`src/rtl/hazard_stall_ctrl.sv`:
```
// hazard_stall_ctrl: pipeline stall/flush/bubble control with load-use detection,
// data-memory req/ack handshake with timeout, and saturating stall/flush counters.
module hazard_stall_ctrl #(
   parameter int MEM_TIMEOUT = 255,
   parameter int CNT_W       = 32
) (
   input  logic             clk_i,
   input  logic             rst_i,
   input  logic             idex_memread_i,
   input  logic [4:0]       idex_rd_i,
   input  logic [4:0]       ifid_rs1_i,
   input  logic [4:0]       ifid_rs2_i,
   input  logic             branch_taken_i,
   input  logic             exmem_memaccess_i,
   input  logic             mem_ack_i,
   output logic             stall_o,
   output logic             pc_write_o,
   output logic             ifid_write_o,
   output logic             ifid_flush_o,
   output logic             idex_bubble_o,
   output logic             mem_req_o,
   output logic             mem_timeout_o,
   output logic [CNT_W-1:0] stall_cnt_o,
   output logic [CNT_W-1:0] flush_cnt_o
);
   typedef enum logic {IDLE, WAIT} state_t;
   state_t      state;
   logic [15:0] wait_cnt;
   logic        in_wait, tmo, lu, lu_stall;
   assign in_wait = state == WAIT;
   assign tmo     = in_wait && wait_cnt == 16'(MEM_TIMEOUT - 1);
   assign lu      = idex_memread_i && idex_rd_i != 5'd0 &&
                    (idex_rd_i == ifid_rs1_i || idex_rd_i == ifid_rs2_i);
   // Reset forces every control to its pass-through value, even mid-WAIT.
   always_comb begin
      mem_req_o     = !rst_i && ((!in_wait && exmem_memaccess_i) || in_wait);
      stall_o       = !rst_i && ((!in_wait && exmem_memaccess_i) || (in_wait && !mem_ack_i && !tmo));
      lu_stall      = !rst_i && !stall_o && lu;
      ifid_flush_o  = !rst_i && !stall_o && !lu && branch_taken_i;
      idex_bubble_o = lu_stall;
      pc_write_o    = !(stall_o || lu_stall);
      ifid_write_o  = !(stall_o || lu_stall);
   end
   always_ff @(posedge clk_i) begin
      if (rst_i) begin
         state         <= IDLE;
         wait_cnt      <= '0;
         mem_timeout_o <= 1'b0;
         stall_cnt_o   <= '0;
         flush_cnt_o   <= '0;
      end else begin
         if (!in_wait) begin
            state    <= exmem_memaccess_i ? WAIT : IDLE;
            wait_cnt <= '0;
         end else if (mem_ack_i) begin
            state <= IDLE;
         end else if (tmo) begin
            state         <= IDLE;
            mem_timeout_o <= 1'b1;
         end else begin
            wait_cnt <= wait_cnt + 16'd1;
         end
         if ((stall_o || lu_stall) && stall_cnt_o != '1) stall_cnt_o <= stall_cnt_o + CNT_W'(1);
         if (ifid_flush_o && flush_cnt_o != '1) flush_cnt_o <= flush_cnt_o + CNT_W'(1);
      end
   end
endmodule
```
`config.mk`:
```
export PLATFORM = sky130hd
export DESIGN_NAME = hazard_stall_ctrl
export DESIGN_NICKNAME = d
export VERILOG_FILES = /design/src/rtl/hazard_stall_ctrl.sv
export SDC_FILE = /design/constraint.sdc
export NUM_CORES = 1
export LEC_CHECK = 0
export CAP_MARGIN = 40
export CORE_ASPECT_RATIO = 1.25
export CORE_MARGIN = 2
export CORE_UTILIZATION = 47
export CTS_BUF_LIST = sky130_fd_sc_hd__clkbuf_8
export DETAILED_ROUTE_END_ITERATION = 8
export MAX_ROUTING_LAYER = met4
export PLACE_DENSITY = 0.78
export SYNTH_ARGS = -nofsm -noshare
export SYNTH_HDL_FRONTEND = slang
export SYNTH_SLANG_ARGS = --single-unit
```
`constraint.sdc`:
```
create_clock -name clk_i -period 3.5 [get_ports clk_i]
set_clock_uncertainty 0.1 [all_clocks]
set_input_delay 0.7 -clock clk_i [delete_from_list [all_inputs] [get_ports clk_i]]
set_output_delay 0.7 -clock clk_i [all_outputs]
set_load 0.01 [all_outputs]
```
==> impl_metrics.toml <==
[run_status]
status = "completed"

[logic_synthesis]
netlist.area_leader.share_pct = 37.4
synth_xor_area_share_pct = 4.59
yosys.area_share.simple_pct = 30.8
netlist_instances = 526
synth_area_leader_cell = "dfxtp_1"
synth.top_cells.by_area = "dfxtp_1, a21oi_1, nand3_1, or4_1, nand2_1"
synthesis.area_um2 = 4390
synth_top_family_by_area = "simple AND/OR/NAND/NOR gates"
synth_seq_area_share_pct = 37.4
avgSynthCellArea_um2 = 8.35
synth-edff-count = 0
async_flop_share_pct = 0
synth_cell_types = 58
synth.area.mux_share_pct = 2.76
syn_nets = 551
synth_compound_area_share_pct = 19.1
ys.flop_type = "dfxtp_1"
synth_adder_area_share_pct = 1.14
yosys_register_bits = 82
yosysWarnings = 0

[routing]
routed_via_density = 5.97
firstDrtPassIters = 5
post_drt_wl_per_cell_um = 15.0
final_antenna_net_count = 0
drc_errors = 0
wl_um = 11200
vias = 4440
first_iter_violations = 166

[layout]
multi_input_area_um2 = 2580
final_cell_mix = "clkdlybuf4s50_1, dfxtp_1, a21oi_1"
finalNetCount = 642
drive_gt1_share_pct = 9.02
finalNonFillerCells = 744
fill_cells = 800
seq_area_um2 = 1640
n_antenna_cell = 0
syn_to_final_growth_pct = 29.4
layout_commonest_cell = "clkdlybuf4s50_1"

[place]
place_congestion = 0.925
port_buffers = 91
dp_hpwl_um = 8010
dp.cells = 729

[sta]
grt_setup_unrepaired = "no"
max_slew_margin_pct = 40.6
period_share_pct = 96.8
fin_setup_tns_ns = 0
maxSlewViolCount = 0
hold_violations = 0
worstMarginPinSlew_ns = 0.888
setup_viol = 0
period_minus_slack_ns = 3.39
fmaxAchievable_mhz = 295

[pwr]
ir_drop_mv = 0.229
p_leak_nw = 1.83
cellPowerDensity_nw_per_um2 = 326

[global_routing]
grt_pass1_vias = 4185
grt_max_degree = 53
overflow = 0
grt_pass1_wl_um = 18900
antenna_found_initial = 0
gr-usage-all-layers_pct = 22.8

[worst_setup_path]
arrival_ns = 2.59
worstPathRequired_ns = 2.70
crit_type = "primary input to output port"
crit_fanout = 3
cp-end-kind = "output port"
setup.worst_path.start_class = "primary input"

[die]
rows = 39
die_w_um = 90.5
core_um2 = 9130
num_io_pins = 92
dieArea_um2 = 10100
floorplan.initialDensity_pct = 48.1
die_h_um = 112

[flow_run]
drv_cap = 0

[clock_tree]
cts_root_buffer = "clkbuf_8"
htreeDepth = 3
clockBufferDepth = 2
clock-sinks = 82
cts_tree = "built"
clkTransAtPathRegs_ns = 0.08
numCtsBuffers = 9
post-cts-setup-buffers = 0
clock_latency_ns = 0.35

[worst_hold_path]
min_path_type = "flop to flop"
## logic make-up after synthesis
family	Yosys count
and+or+nand+nor	240
DFF	82
muxes	11
xor gates and xnor gates	23
buffers and inverters	41
adders and majority gates	4
AOI/OAI and AO/OA	125
## layer usage
metal / wire length [um] / vias to the layer above / share of wire (%) / track usage (%)
li1: - / 2177 / - / -
met1: 4750 / 2107 / 43 / 26.7
met4: 227 / 0 / 2.0 / 9.85
met3: 473 / 20 / 4.2 / 2.75
met5: 0 / - / 0 / -
met2: 5710 / 136 / 51 / 39.2
## cells in the mapped netlist (2+ instances only)
library cell and instances:
o21ai_0 18, nor4_4 2, mux2_2 9, o21a_1 6, o31ai_1 19, o31a_1 5, nand4_1 23, mux2i_1 2
nand3_1 34, nor3_1 3, nor4_1 10, xor2_1 8, nand2_1 41, or2_2 2, and3_1 9, a211oi_1 3
ha_1 4, or3_1 20, and4_1 3, buf_2 2, and2_1 7, clkbuf_1 20, nor2b_1 9, dfxtp_1 82
or4b_2 3, nor2_1 40, nand2b_1 2, xnor2_1 15, nand4b_1 3, nor3b_1 2, a21oi_1 44, o311ai_0 7
o41ai_1 9, or4_1 21, inv_1 10, nor4b_1 2, nand3b_1 2, buf_4 5
## final timing paths
| kind | from | endpoint | slack, ns | cells past startpoint |
|---|---|---|---|---|
| setup reg to reg | wait_cnt[15] | flush_cnt_o[8] | 0.65 | 8 |
| hold reg to reg | mem_timeout_o | mem_timeout_o | 0.39 | 2 |
| setup / recovery | idex_rd_i[1] | ifid_write_o | 0.11 | 6 |
| hold / removal | mem_timeout_o | mem_timeout_o | 0.39 | 2 |
## cell type report
class / instances / area share [%]
clock inverters: 4 / 1.19
multi-input cells: 403 / 45.4
well taps: 123 / 2.71
inverters: 11 / 0.727
clock buffers: 11 / 2.66
repair buffers: 110 / 18.4
flip-flops and latches: 82 / 28.9
## power by group
group | switching, W | internal, W | leakage, nW
registers | 0.00000763 | 0.000937 | 0.661
logic | 0.0000786 | 0.0000639 | 1.06
clock network | 0.000331 | 0.000432 | 0.118
## sequential cells by signal, indices dropped and copies added, names as in the netlist
register and flops:
in_wait 1, flush_cnt_o 32, mem_timeout_o 1, stall_cnt_o 32
wait_cnt 16
## worst max-delay path: stages
cell and delay, ns:
clkdlybuf4s50_1 0.43, or4_1 0.54, o21a_1 0.20, and2_1 0.19, a22oi_4 0.22, dlygate4sd2_1 0.30
## through the flow
step | utilization (%) | area [um2] | hold WS (ns) | setup WS, ns | total power [W]
6_report | 62.3 | 5680 | 0.386 | 0.112 | 0.00185
5_1_grt | 62.3 | 5680 | 0.426 | 0.0175 | 0.00192
4_1_cts | 62.2 | 5670 | 0.389 | 0.0544 | 0.00186
3_5_place_dp | 59.8 | 5460 | 0.370 | -0.200 | 0.00111
3_3_place_gp | 59.8 | 5460 | 0.360 | -0.139 | 0.00111
2_1_floorplan | - | 4390 | 0.374 | 0.435 | 0.00105
## timing repair
action	4_1_cts	5_1_grt
resized for setup	3	2
setup endpoints to repair	3	1
hold buffers	0	0
Note: power is estimated with default switching activity, not from simulation.
